**config.mk**
```make
export PLATFORM = sky130hd
export DESIGN_NAME = mult_shift_add
export DESIGN_NICKNAME = d
export VERILOG_FILES = /design/src/rtl/mult_pkg.sv /design/src/rtl/mult_add_shift_dp.sv /design/src/rtl/mult_shift_add.sv
export SDC_FILE = /design/constraint.sdc
export NUM_CORES = 1
export LEC_CHECK = 0
export ABC_AREA = 0
export BUFFER_PORTS_ARGS = -buffer_cell sky130_fd_sc_hd__buf_2
export CAP_MARGIN = 5
export CORE_UTILIZATION = 45
export CTS_BUF_LIST = sky130_fd_sc_hd__clkbuf_4
export DETAILED_ROUTE_END_ITERATION = 8
export PLACE_DENSITY = 0.76
export SLEW_MARGIN = 20
export SYNTH_ARGS = -nofsm -noshare
export SYNTH_HDL_FRONTEND = slang
export SYNTH_HIERARCHICAL = 1
export SYNTH_SLANG_ARGS = --single-unit
```
**constraint.sdc**
```tcl
create_clock -name clk -period 3.2 [get_ports clk]
set_clock_uncertainty 0.05 [all_clocks]
set_input_delay 0.32 -clock clk [delete_from_list [all_inputs] [get_ports clk]]
set_output_delay 0.32 -clock clk [all_outputs]
set_load 0.01 [all_outputs]
```
**src/rtl/mult_pkg.sv**
```systemverilog
// Shared constants for the shift-add multiplier.
//   S_IDLE/S_RUN/S_DONE : control state encodings
//   MULT_W              : default operand width
package mult_pkg;

    localparam int unsigned MULT_W = 32;

    localparam logic [1:0] S_IDLE = 2'd0;
    localparam logic [1:0] S_RUN  = 2'd1;
    localparam logic [1:0] S_DONE = 2'd2;

    typedef enum logic [1:0] {
        StIdle = S_IDLE,
        StRun  = S_RUN,
        StDone = S_DONE
    } state_e;

endpackage

```
**src/rtl/mult_add_shift_dp.sv**
```systemverilog
// Add-shift datapath: accumulator/multiplicand registers and the adder.
//   clk    : clock, rising edge
//   rst    : synchronous active-high clear of acc and mc
//   ld     : load acc low half with mplier and capture mcand
//   sh     : perform one conditional add plus right shift
//   mplier : multiplier operand
//   mcand  : multiplicand operand
//   hi, lo : upper and lower product words
module mult_add_shift_dp
    import mult_pkg::*;
#(
    parameter int unsigned W = MULT_W
) (
    input  logic         clk,
    input  logic         rst,
    input  logic         ld,
    input  logic         sh,
    input  logic [W-1:0] mplier,
    input  logic [W-1:0] mcand,
    output logic [W-1:0] hi,
    output logic [W-1:0] lo
);

    // One extra bit above the product so the adder carry survives the shift.
    logic [2*W:0] acc_q;
    logic [W-1:0] mc_q;
    logic [W:0]   sum;

    // acc_q[2W] is always zero when an add happens, so including it is harmless.
    always_comb begin
        sum = acc_q[2*W:W] + {1'b0, (acc_q[0] ? mc_q : {W{1'b0}})};
    end

    always_ff @(posedge clk) begin
        if (rst) begin
            acc_q <= '0;
            mc_q  <= '0;
        end else if (ld) begin
            acc_q <= {{(W+1){1'b0}}, mplier};
            mc_q  <= mcand;
        end else if (sh) begin
            acc_q <= {1'b0, sum, acc_q[W-1:1]};
        end
    end

    assign hi = acc_q[2*W-1:W];
    assign lo = acc_q[W-1:0];

endmodule

```
**src/rtl/mult_shift_add.sv**
```systemverilog
// Sequential unsigned shift-add multiplier (control FSM + datapath).
// Works with an external counter that is cleared while load is high and
// raises k once it has counted W add-shift cycles.
//   clk           : clock, rising edge
//   rst           : synchronous active-high reset
//   st            : start request, only honoured in idle
//   mplier, mcand : operands, captured on an accepted start
//   k             : counter has reached W
//   load          : holds the counter cleared (high in idle and done)
//   busy          : high in run and done
//   done          : one-cycle pulse, product valid
//   hi, lo        : product words, held until the next accepted start
module mult_shift_add
    import mult_pkg::*;
#(
    parameter int unsigned W = MULT_W
) (
    input  logic         clk,
    input  logic         rst,
    input  logic         st,
    input  logic [W-1:0] mplier,
    input  logic [W-1:0] mcand,
    input  logic         k,
    output logic         load,
    output logic         busy,
    output logic         done,
    output logic [W-1:0] hi,
    output logic [W-1:0] lo
);

    state_e state_q;
    logic   ld;
    logic   sh;

    // Outputs are registered alongside the state so they track it exactly.
    always_ff @(posedge clk) begin
        if (rst) begin
            state_q <= StIdle;
            load    <= 1'b1;
            busy    <= 1'b0;
            done    <= 1'b0;
        end else begin
            unique case (state_q)
                StIdle: begin
                    if (st) begin
                        state_q <= StRun;
                        load    <= 1'b0;
                        busy    <= 1'b1;
                    end
                    done <= 1'b0;
                end
                StRun: begin
                    if (k) begin
                        state_q <= StDone;
                        load    <= 1'b1;
                        done    <= 1'b1;
                    end
                end
                StDone: begin
                    state_q <= StIdle;
                    load    <= 1'b1;
                    busy    <= 1'b0;
                    done    <= 1'b0;
                end
                default: begin
                    state_q <= StIdle;
                    load    <= 1'b1;
                    busy    <= 1'b0;
                    done    <= 1'b0;
                end
            endcase
        end
    end

    // The final cycle with k high neither adds nor shifts.
    always_comb begin
        ld = (state_q == StIdle) && st;
        sh = (state_q == StRun) && !k;
    end

    mult_add_shift_dp #(
        .W (W)
    ) u_dp (
        .clk    (clk),
        .rst    (rst),
        .ld     (ld),
        .sh     (sh),
        .mplier (mplier),
        .mcand  (mcand),
        .hi     (hi),
        .lo     (lo)
    );

endmodule

```
==> results of run 1 <==
## report_power, final
group	leakage (nW)	switching, mW	internal, mW
combinational	2.34	0.219	0.194
sequential	0.826	0.0469	1.32
clock	0.0902	0.489	0.330
## layout by cell type, fill, tap and decap left out, types with 7 or more instances in the layout
cell type | netlist | final
sky130_fd_sc_hd__xor2_1 | 14 | 14
sky130_fd_sc_hd__nor3_1 | 7 | 7
sky130_fd_sc_hd__nand4_1 | 12 | 12
sky130_fd_sc_hd__and2_1 | 35 | 35
sky130_fd_sc_hd__ha_1 | 32 | 32
sky130_fd_sc_hd__inv_1 | 14 | 14
sky130_fd_sc_hd__a21oi_1 | 76 | 76
sky130_fd_sc_hd__nand3_1 | 16 | 16
sky130_fd_sc_hd__mux2i_1 | 74 | 74
sky130_fd_sc_hd__clkbuf_4 | 1 | 9
sky130_fd_sc_hd__a211oi_1 | 9 | 9
sky130_fd_sc_hd__buf_2 | 4 | 134
sky130_fd_sc_hd__nand2_1 | 46 | 46
sky130_fd_sc_hd__dlygate4sd3_1 | 0 | 44
sky130_fd_sc_hd__dfxtp_1 | 101 | 100
sky130_fd_sc_hd__buf_4 | 1 | 9
sky130_fd_sc_hd__o21ai_0 | 23 | 23
sky130_fd_sc_hd__nor2_1 | 131 | 129
## stage by stage
stage / power (mW) / worst slack, ns / hold slack [ns] / cells
after detailed placement: 1.755 / 0.06554 / 0.3967 / 998
after floorplan: 1.621 / 0.6206 / 0.3395 / 723
after global placement: 1.749 / 0.2071 / 0.3887 / 998
final: 2.600 / 0.2103 / 0.02844 / 1058
after CTS: 2.611 / 0.01735 / 0.0002280 / 1057
after global routing: 2.714 / 0.04492 / 0.002355 / 1058
## per-layer routing
metal / vias to the layer above / wire length, µm
met2: 232 / 7682
met4: 0 / 398
met3: 37 / 1161
met5: - / 0
li1: 2864 / -
met1: 2663 / 7253
## worst max-delay path, cell delays in order (launching register included)
cell and delay, ns:
sky130_fd_sc_hd__dfxtp_2 0.45, sky130_fd_sc_hd__buf_4 0.21, sky130_fd_sc_hd__and2_1 0.16, sky130_fd_sc_hd__ha_1 0.42, sky130_fd_sc_hd__nand4_1 0.28, sky130_fd_sc_hd__nor2_1 0.22, sky130_fd_sc_hd__nand3_1 0.12, sky130_fd_sc_hd__o2111ai_1 0.40
sky130_fd_sc_hd__a21boi_2 0.13, sky130_fd_sc_hd__or4_1 0.41, sky130_fd_sc_hd__nand3_1 0.07
## worst max path at each step
stage             startpoint  slack [ns]        endpoint
2_1_floorplan  u_dp/acc_q[0]        0.62  u_dp/acc_q[61]
3_3_place_gp   u_dp/acc_q[0]        0.21  u_dp/acc_q[60]
3_5_place_dp   u_dp/acc_q[0]        0.07  u_dp/acc_q[60]
4_1_cts        u_dp/acc_q[0]        0.02  u_dp/acc_q[60]
5_1_grt        u_dp/acc_q[0]        0.04  u_dp/acc_q[58]
6_report       u_dp/acc_q[0]        0.21  u_dp/acc_q[60]
## flip-flops by register name, summed over array words and instances, names as in the netlist
signal	flops
u_dp/acc_q	64
state_q	2
load	1
done	1
busy	1
u_dp/mc_q	32
## repair_timing
item | in CTS | in global routing
buffers inserted | 0 | 0
setup endpoints to repair | 0 | 12
resized for setup | 0 | 1
hold buffers | 43 | 1
endpoints found under the hold margin | 43 | 1
## area by class of cell
class / instances / area, µm²
fill: 1140 / 5406
tap: 172 / 215.2
multi-input combinational: 567 / 3711
timing repair buffer: 188 / 1190
clock buffer: 9 / 67.56
clock inverter: 7 / 107.6
sequential: 101 / 2023
inverter: 14 / 52.55
## logic make-up after synthesis
group                      synth area share
and+or+nand+nor                      0.2158
xor gates and xnor gates            0.02787
buffers and inverters               0.04253
adders and majority gates           0.07040
muxes                                0.1240
DFF                                  0.3386
AOI/OAI and AO/OA                    0.1808
==> metrics.md, run 1 <==
| Metric | Value |
|---|---|
| Flop2flop setup slack | 0.21 ns |
| Worst min-delay path endpoint | u_dp/mc_q[22] |
| Residual overflow from global routing | 0 |
| Final setup violating endpoints | 0 |
| TritonCTS clock tree | yes |
| Post-synth EDFFs | 0 |
| Fraction of the yosys area taken by sequential cells | 0.3386 |
| Endpoints failing hold | 0 |
| Mean routed wirelength per cell | 15.59 µm |
| Share of synthesized flip-flops with an asynchronous set or reset | 0 |
| DR iter-0 viols | 344 |
| Critical path data arrival time | 3.38 ns |
| Data required time at the worst endpoint | 3.59 ns |
| #FFs+latches synth | 101 |
| FF-to-FF End | u_dp/acc_q[60] |
| Kind of end point of the critical path | register |
| Clock buffer depth | 2 |
| Hold Crit Depth | 3 |
| Number of different library cells in the post-synthesis netlist | 64 |
| Die height | 117.2 µm |
| Initial core utilization | 0.4675 |
| Synthesized Nets | 824 |
| Initial antenna violation count | 0 |
| Top-area cell type share of the netlist area | 0.3386 |
| Hpwl dp | 11.45 mm |
| Routed via count divided by cell count | 5.478 |
| Total number of H-tree levels | 3 |
| Number of nets in the finished design | 982 |
| DR DRC count | 0 |
| Most repeated cell in the gate-level netlist after synthesis | sky130_fd_sc_hd__nor2_1 |
| Post-detailed-routing wire length | 16.50 mm |
| Top cell types by occurrence after synthesis | sky130_fd_sc_hd__nor2_1 (131), sky130_fd_sc_hd__dfxtp_1 (101), sky130_fd_sc_hd__a21oi_1 (76), sky130_fd_sc_hd__mux2i_1 (74), sky130_fd_sc_hd__nand2_1 (46) |
| Core footprint | 12,770 µm² |
| Start of the worst register-to-register path | u_dp/acc_q[0] |
| Headroom to the max-slew limit | 0.4434 |
| Cell Pwr Density | 353.0 nW/µm² |
| Number of instances in the synthesized netlist | 723 |
| Final antenna diode count | 0 |
| Origin of the worst min-delay path | mcand[22] |
| Max Freq | 334.5 MHz |
| GPL Wtd Cong | 0.9483 |
| Crit share post-route | 0.9343 |
| Number of standard-cell rows in the floorplan | 41 |
| Grt met1 use | 0.3148 |
| Overall track demand over capacity in global routing | 0.2418 |
| Warnings from Yosys | 6 |
| Clock-pin slew of the registers on the worst-case setup and hold paths | 0.18 ns |
| LEAKAGE | 3.255 nW |
| Startpoint class of the critical path | register |
| Syn-to-layout area delta | 23.36% |
| Biggest area contributors in the synthesized netlist | sky130_fd_sc_hd__dfxtp_1 (34%), sky130_fd_sc_hd__mux2i_1 (12%), sky130_fd_sc_hd__nor2_1 (8.2%), sky130_fd_sc_hd__ha_1 (6.7%), sky130_fd_sc_hd__a21oi_1 (6.4%) |
| Classification of the worst setup path | register to register |
| Worst-Margin Slew | 0.8349 ns |
| Layout cell share with drive strength beyond 1 | 0.2088 |
| Global-route wire length before repair | 25.72 mm |
| Final instance area | 7367 µm² |
| Final critical delay including setup and external delays | 2.990 ns |
| Buffers added on ports | 134 |
| Setup_tns | 0 ns |
| Root Buffer Master | sky130_fd_sc_hd__clkbuf_4 |
| Grt met2 use | 0.3843 |
| Most heavily used metal layer in global routing | met2 |
| Post-synthesis area per instance | 8.260 µm² |
| Number of maximum-capacitance constraint violations | 0 |
| Clock latency of the later-clocked register in the worst-skew pair | 0.48 ns |
| Largest fanout on the critical path | 21 |
| Vias in the first global route | 5,306 |
| Setup repair after global routing missed its margin | no |
| Number of iterations in the first detailed-routing pass | 5 |
| Pin count of the biggest net entering global routing | 97 |
| Register-to-Register Path Depth | 10 |
| Area of the mapped netlist | 5972 µm² |
| Antenna Violating Nets Remaining | 0 |
| IO Count | 135 |
| Vias post-DR | 5,796 |
| Main flop type after synthesis | sky130_fd_sc_hd__dfxtp_1 |
| Die Outline Area | 13,740 µm² |
| Number of sinks on the clock net | 101 |
| Largest voltage drop on the vdd net | 0.0002340 V |
| Instance area at placement | 6746 µm² |
| Die outline width | 117.2 µm |
| Worst min path class | input port to register |
| Clock buffers created by TritonCTS | 9 |
| Number of pins with negative max-slew slack in the final report | 0 |
| Status | finished, final reports clean |
| Core Util, Final | 0.5767 |
| Cell accounting for the most synthesized area | sky130_fd_sc_hd__dfxtp_1 |
| Global Route met3 Usage | 0.06231 |
No activity file was read; power rests on OpenSTA's default activity.
==> inputs of run 2 (changes only) <==
--- a/config.mk
+++ b/config.mk
@@ -8,10 +8,12 @@
 export ABC_AREA = 0
 export BUFFER_PORTS_ARGS = -buffer_cell sky130_fd_sc_hd__buf_2
 export CAP_MARGIN = 5
-export CORE_UTILIZATION = 45
+export CELL_PAD_IN_SITES_DETAIL_PLACEMENT = 1
+export CELL_PAD_IN_SITES_GLOBAL_PLACEMENT = 2
+export CORE_UTILIZATION = 33
 export CTS_BUF_LIST = sky130_fd_sc_hd__clkbuf_4
 export DETAILED_ROUTE_END_ITERATION = 8
-export PLACE_DENSITY = 0.76
+export PLACE_DENSITY = 0.91
 export SLEW_MARGIN = 20
 export SYNTH_ARGS = -nofsm -noshare
 export SYNTH_HDL_FRONTEND = slang
==> run 2 against run 1 <==
  * Worst hold slack worse by 0.0069 ns
  * Critical path type unchanged
  * Register-to-register slack about the same
  * Critical endpoint is now u_dp/acc_q[63]
  * Sequential share of layout area down 0.63 points
  * Sequential cell count unchanged
  * Non-clock buffer count is 15 higher
  * Global-route usage shrank 3.2 points
  * Sequential power hardly changed
  * Final cell count up 6.4%
  * Worst setup slack improved by 0.0053 ns
  * Total power down 3.2%
  * Utilization fell by 15 points
==> metrics.md, run 2 (synthesized netlist as in run 1, its figures left out) <==
| Metric | Value |
|---|---|
| Setup repair after global routing missed its margin | no |
| Post-detailed-routing wire length | 18.95 mm |
| Number of pins with negative max-slew slack in the final report | 0 |
| Routed via count divided by cell count | 5.162 |
| Die outline width | 136.5 µm |
| Buffers added on ports | 134 |
| Antenna Violating Nets Remaining | 0 |
| Crit share post-route | 0.9326 |
| Worst min path class | input port to register |
| Slowest library cell on the worst path | sky130_fd_sc_hd__dfxtp_2 |
| Core Util, Final | 0.4315 |
| Number of flip-flops under the largest register name | 64 |
| Post-route non-filler standard cell count | 1,126 |
| Overall track demand over capacity in global routing | 0.2102 |
| Vias post-DR | 5,812 |
| Largest voltage drop on the vdd net | 0.0001923 V |
| Number of iterations in the first detailed-routing pass | 4 |
| Hold WS | 0.02158 ns |
| Endpoints failing hold | 0 |
| Flop2flop setup slack | 0.22 ns |
| Initial core utilization | 0.3417 |
| GPL Wtd Cong | 0.8982 |
| Startpoint class of the critical path | register |
| Global-route wire length before repair | 30.50 mm |
| Max Freq | 335.1 MHz |
| Hpwl dp | 13.66 mm |
| Most common cell after layout, fill and taps aside | sky130_fd_sc_hd__buf_2 |
| Largest stage delay on the critical path | 0.54 ns |
| Mean routed wirelength per cell | 16.83 µm |
| IO Count | 135 |
| Total number of H-tree levels | 3 |
| Biggest regs | u_dp/acc_q x64, u_dp/mc_q x32, state_q x2 |
| Post-CTS setup buffers | 0 |
| Residual overflow from global routing | 0 |
| Number of standard-cell rows in the floorplan | 48 |
| DR iter-0 viols | 196 |
| LEAKAGE | 3.302 nW |
| Cell Chain, Critical Path | buf_4, and2_1, ha_1, a21o_1, o21ba_2, a21boi_0, o221ai_1, o21ai_1, a21oi_1, o221a_2 |
| Root Buffer Master | sky130_fd_sc_hd__clkbuf_4 |
| Largest Register | u_dp/acc_q |
| Clock buffer depth | 2 |
| Die Outline Area | 18,640 µm² |
| Most frequent cells in the layout | sky130_fd_sc_hd__buf_2 (134), sky130_fd_sc_hd__nor2_1 (129), sky130_fd_sc_hd__dfxtp_1 (100) |
| Data required time at the worst endpoint | 3.54 ns |
| Pin count of the biggest net entering global routing | 68 |
| Status | finished, final reports clean |
| Count of placed standard cells including taps | 1,052 |
| DR DRC count | 0 |
| Cell Pwr Density | 333.8 nW/µm² |
| Syn-to-layout area delta | 26.27% |
| Vias in the first global route | 6,016 |
| Worst-Margin Slew | 0.7134 ns |
| Initial antenna violation count | 1 |
| Core footprint | 17,480 µm² |
| TritonCTS clock tree | yes |
| Number of maximum-capacitance constraint violations | 0 |
| Kind of end point of the critical path | register |
| Final critical delay including setup and external delays | 2.984 ns |
| Critical path data arrival time | 3.32 ns |
| Clock-pin slew of the registers on the worst-case setup and hold paths | 0.17 ns |
| Clock buffers created by TritonCTS | 9 |
| Number of sinks on the clock net | 101 |
| Clock latency of the later-clocked register in the worst-skew pair | 0.49 ns |
| Setup_tns | 0 ns |
| Layout cell share with drive strength beyond 1 | 0.2056 |
| Final setup violating endpoints | 0 |
| Die height | 136.5 µm |
| Headroom to the max-slew limit | 0.5244 |
| Largest fanout on the critical path | 18 |
| Number of nets in the finished design | 997 |
| Classification of the worst setup path | register to register |
==> run 2: cell types whose count changed in the layout (fill, tap and decap cells not counted), moves of 2 or more <==
cell                            previous run  this run
sky130_fd_sc_hd__inv_6                     0         3
sky130_fd_sc_hd__clkinv_4                  2         0
sky130_fd_sc_hd__dlygate4sd3_1            44        58
sky130_fd_sc_hd__inv_8                     2         0
sky130_fd_sc_hd__buf_4                     9        11
==> run 2: critical path: cells and delay by family, from the launching register on <==
kind,cells,cell delay (ns)
AO/OA/AOI/OAI,7,1.61
flip-flops,1,0.54
adder cells (fa/ha/maj),1,0.31
buffers and inverters,1,0.22
AND/OR/NAND/NOR,1,0.16
==> run 2: power breakdown <==
part	switching (mW)	internal, mW	total [mW]
Clock	0.473	0.241	0.715
Combinational	0.231	0.205	0.436
Sequential	0.0456	1.32	1.37
==> run 2: worst paths after layout <==
| kind | start | endpoint | cells past startpoint |
|---|---|---|---|
| max | u_dp/acc_q[0] | u_dp/acc_q[63] | 10 |
| min | mcand[11] | u_dp/mc_q[11] | 3 |
| max reg2reg | u_dp/acc_q[0] | u_dp/acc_q[63] | 10 |
| min reg2reg | busy | busy | 2 |
==> run 2: area by class of cell <==
cell class | instances | area [µm²]
clock inverters | 6 | 68.82
clock buffers | 9 | 67.56
repair buffers | 203 | 1334
well taps | 225 | 281.5
fillers | 2126 | 9936
diodes | 1 | 2.502
multi-input cells | 567 | 3711
inverters | 14 | 52.55
flip-flops and latches | 101 | 2023
==> run 2: per-stage QoR <==
stage          power (mW)  setup slack (ns)  cell area (µm²)
2_1_floorplan       1.621            0.6206             5972
3_3_place_gp        1.757            0.1480             6820
3_5_place_dp        1.767           0.09905             6820
4_1_cts             2.540           0.05315             7537
5_1_grt             2.635          0.004681             7541
6_report            2.517            0.2156             7541
==> run 2: layer usage <==
| metal | wire length, µm | GRT usage | up-vias | part of all wire |
|---|---|---|---|---|
| met4 | 342 | 0.07654 | 0 | 0.018 |
| met1 | 8673 | 0.2683 | 2776 | 0.46 |
| met2 | 9017 | 0.3536 | 114 | 0.48 |
| li1 | - | - | 2899 | - |
| met3 | 916 | 0.03593 | 23 | 0.048 |
| met5 | 0 | 0 | - | 0 |
==> run 2: repair_timing <==
item,in CTS,in global routing
resized for setup,0,1
hold endpoints to repair,58,0
setup endpoints to repair,0,13
hold buffers,58,0
==> inputs of run 3 (changes only) <==
--- a/config.mk
+++ b/config.mk
@@ -10,6 +10,8 @@
 export CAP_MARGIN = 5
 export CELL_PAD_IN_SITES_DETAIL_PLACEMENT = 1
 export CELL_PAD_IN_SITES_GLOBAL_PLACEMENT = 2
+export CORE_ASPECT_RATIO = 0.6
+export CORE_MARGIN = 2
 export CORE_UTILIZATION = 33
 export CTS_BUF_LIST = sky130_fd_sc_hd__clkbuf_4
 export DETAILED_ROUTE_END_ITERATION = 8
==> run 3 against run 2 <==
  * Fmax decreased by 1.1%
  * First-iteration DRC count increased by 110%
  * Clock power is 29% higher
  * Combinational power is 10% lower
  * Routed wire length grew 1.8%
  * Global-route usage fell by 0.94 points
  * Utilization is 3.0 points lower
  * Worst hold slack better by 0.0068 ns
  * Die area up 3.1%
==> metrics.md, run 3 (synthesized netlist as in run 1, its figures left out) <==
| Metric | Value |
|---|---|
| Endpoint of the most critical setup path | u_dp/acc_q[60] |
| Kind of end point of the critical path | register |
| Status | finished, final reports clean |
| Layout cell share with drive strength beyond 1 | 0.2181 |
| GPL Wtd Cong | 0.8871 |
| Most common cell after layout, fill and taps aside | sky130_fd_sc_hd__buf_2 |
| Number of sinks on the clock net | 101 |
| Total number of H-tree levels | 3 |
| Syn-to-layout area delta | 20.09% |
| Pin count of the biggest net entering global routing | 76 |
| Classification of the worst setup path | register to register |
| TritonCTS clock tree | yes |
| Routed via count divided by cell count | 5.208 |
| Final critical delay including setup and external delays | 3.017 ns |
| Grt met2 use | 0.2849 |
| Headroom to the max-slew limit | 0.4383 |
| Worst min path class | input port to register |
| Endpoints failing hold | 0 |
| Setup repair after global routing missed its margin | no |
| Data required time at the worst endpoint | 3.55 ns |
| Origin of the worst setup path | u_dp/acc_q[0] |
| LEAKAGE | 3.139 nW |
| Number of iterations in the first detailed-routing pass | 4 |
| Clock latency of the later-clocked register in the worst-skew pair | 0.46 ns |
| Total Power | 2.677 mW |
| Mean routed wirelength per cell | 17.60 µm |
| Most frequent cells in the layout | sky130_fd_sc_hd__buf_2 (134), sky130_fd_sc_hd__nor2_1 (129), sky130_fd_sc_hd__dfxtp_1 (101) |
| Clock-pin slew of the registers on the worst-case setup and hold paths | 0.16 ns |
| Number of pins with negative max-slew slack in the final report | 0 |
| Number of flip-flops under the largest register name | 64 |
| Max Freq | 331.5 MHz |
| Antenna Violating Nets Remaining | 0 |
| Largest Register | u_dp/acc_q |
| Biggest regs | u_dp/acc_q x64, u_dp/mc_q x32, state_q x2 |
| Vias post-DR | 5,708 |
| Residual overflow from global routing | 0 |
| Number of nets in the finished design | 949 |
| FF-to-FF End | u_dp/acc_q[60] |
| Worst-Margin Slew | 0.8426 ns |
| Final setup violating endpoints | 0 |
| Critical path data arrival time | 3.37 ns |
| Setup_tns | 0 ns |
| Root Buffer Master | sky130_fd_sc_hd__clkbuf_4 |
| Register-to-Register Path Depth | 10 |
| Most heavily used metal layer in global routing | met1 |
| Post-detailed-routing wire length | 19.29 mm |
| DR DRC count | 0 |
| Die outline width | 177.7 µm |
| Global-route wire length before repair | 30.46 mm |
| Initial core utilization | 0.3341 |
| Number of maximum-capacitance constraint violations | 0 |
| Hpwl dp | 14.74 mm |
| Die height | 108.2 µm |
| Grt met1 use | 0.2909 |
| Vias in the first global route | 5,528 |
| Initial antenna violation count | 3 |
| Flop2flop setup slack | 0.18 ns |
| Largest voltage drop on the vdd net | 0.0001912 V |
| Cell Pwr Density | 373.2 nW/µm² |
| Startpoint class of the critical path | register |
| Core footprint | 17,880 µm² |
| DR iter-0 viols | 416 |
| IO Count | 135 |
| Overall track demand over capacity in global routing | 0.2008 |
| Crit share post-route | 0.9427 |
| Largest fanout on the critical path | 15 |
| Buffers added on ports | 134 |
| Global Route met3 Usage | 0.07454 |
| Number of standard-cell rows in the floorplan | 38 |
| Clock buffer depth | 2 |
| Clock buffers created by TritonCTS | 9 |
| Die Outline Area | 19,220 µm² |
| Start of the worst register-to-register path | u_dp/acc_q[0] |
## run 3: changes by cell type in the layout (fill, tap and decap cells not counted), moves of 2 or more
cell	change
sky130_fd_sc_hd__diode_2	+2
sky130_fd_sc_hd__bufinv_16	+3
sky130_fd_sc_hd__inv_6	-3
sky130_fd_sc_hd__dlygate4sd3_1	-50
## run 3: final cells by class
class / instances / area, µm²
fill: 2226 / 10710
inverter: 14 / 52.55
antenna: 3 / 7.507
tap: 240 / 300.3
clock buffer: 9 / 67.56
sequential: 101 / 2022
timing repair buffer: 155 / 860.8
clock inverter: 7 / 137.6
multi-input combinational: 567 / 3724
## run 3: worst min path at each step
| stage | cells after the start | slack (ns) | startpoint | end |
|---|---|---|---|---|
| 2_1_floorplan | 1 | 0.34 | rst | state_q[1] |
| 3_3_place_gp | 2 | 0.39 | busy | busy |
| 3_5_place_dp | 2 | 0.39 | busy | busy |
| 4_1_cts | 3 | 0.001 | mplier[14] | u_dp/acc_q[14] |
| 5_1_grt | 3 | 0.007 | mplier[17] | u_dp/acc_q[17] |
| 6_report | 3 | 0.03 | mplier[25] | u_dp/acc_q[25] |
## run 3: report_power, final
group | internal, mW | switching [mW]
clock network | 0.472 | 0.449
registers | 1.32 | 0.0430
logic | 0.168 | 0.224
## run 3: per-layer routing
metal / vias up / wire length [µm] / share of wire
met5: - / 0 / 0
met4: 0 / 108 / 0.0056
met3: 8 / 1833 / 0.095
met2: 176 / 7671 / 0.40
met1: 2721 / 9678 / 0.50
li1: 2803 / - / -
## run 3: stage by stage
stage,instance area [µm²],cells,hold slack (ns),setup WS (ns),utilization
floorplan,5972,723,0.3395,0.6206,-
global placement,6867,1069,0.3900,0.3411,0.3841
detailed placement,6867,1069,0.3924,0.2381,0.3841
CTS,7152,1093,0.001251,0.1488,0.4001
global route,7167,1094,0.007071,0.01524,0.4009
finish,7172,1096,0.02842,0.1832,0.4012
## run 3: timing repair
action                     CTS  global route
hold endpoints to repair     8             0
hold buffers                 8             0
setup buffers                0             0
setup endpoints to repair    0             1
gates resized for setup      0             1
## run 3: worst max-delay path: stages (launching register included)
cell and delay [ns]:
sky130_fd_sc_hd__dfxtp_1 0.34, sky130_fd_sc_hd__buf_4 0.18, sky130_fd_sc_hd__and2_1 0.17, sky130_fd_sc_hd__ha_1 0.52
sky130_fd_sc_hd__nand3_1 0.23, sky130_fd_sc_hd__a2111oi_4 0.40, sky130_fd_sc_hd__o311ai_1 0.22, sky130_fd_sc_hd__o2111ai_1 0.22
sky130_fd_sc_hd__a21boi_2 0.13, sky130_fd_sc_hd__or4_1 0.42, sky130_fd_sc_hd__nand3_1 0.08
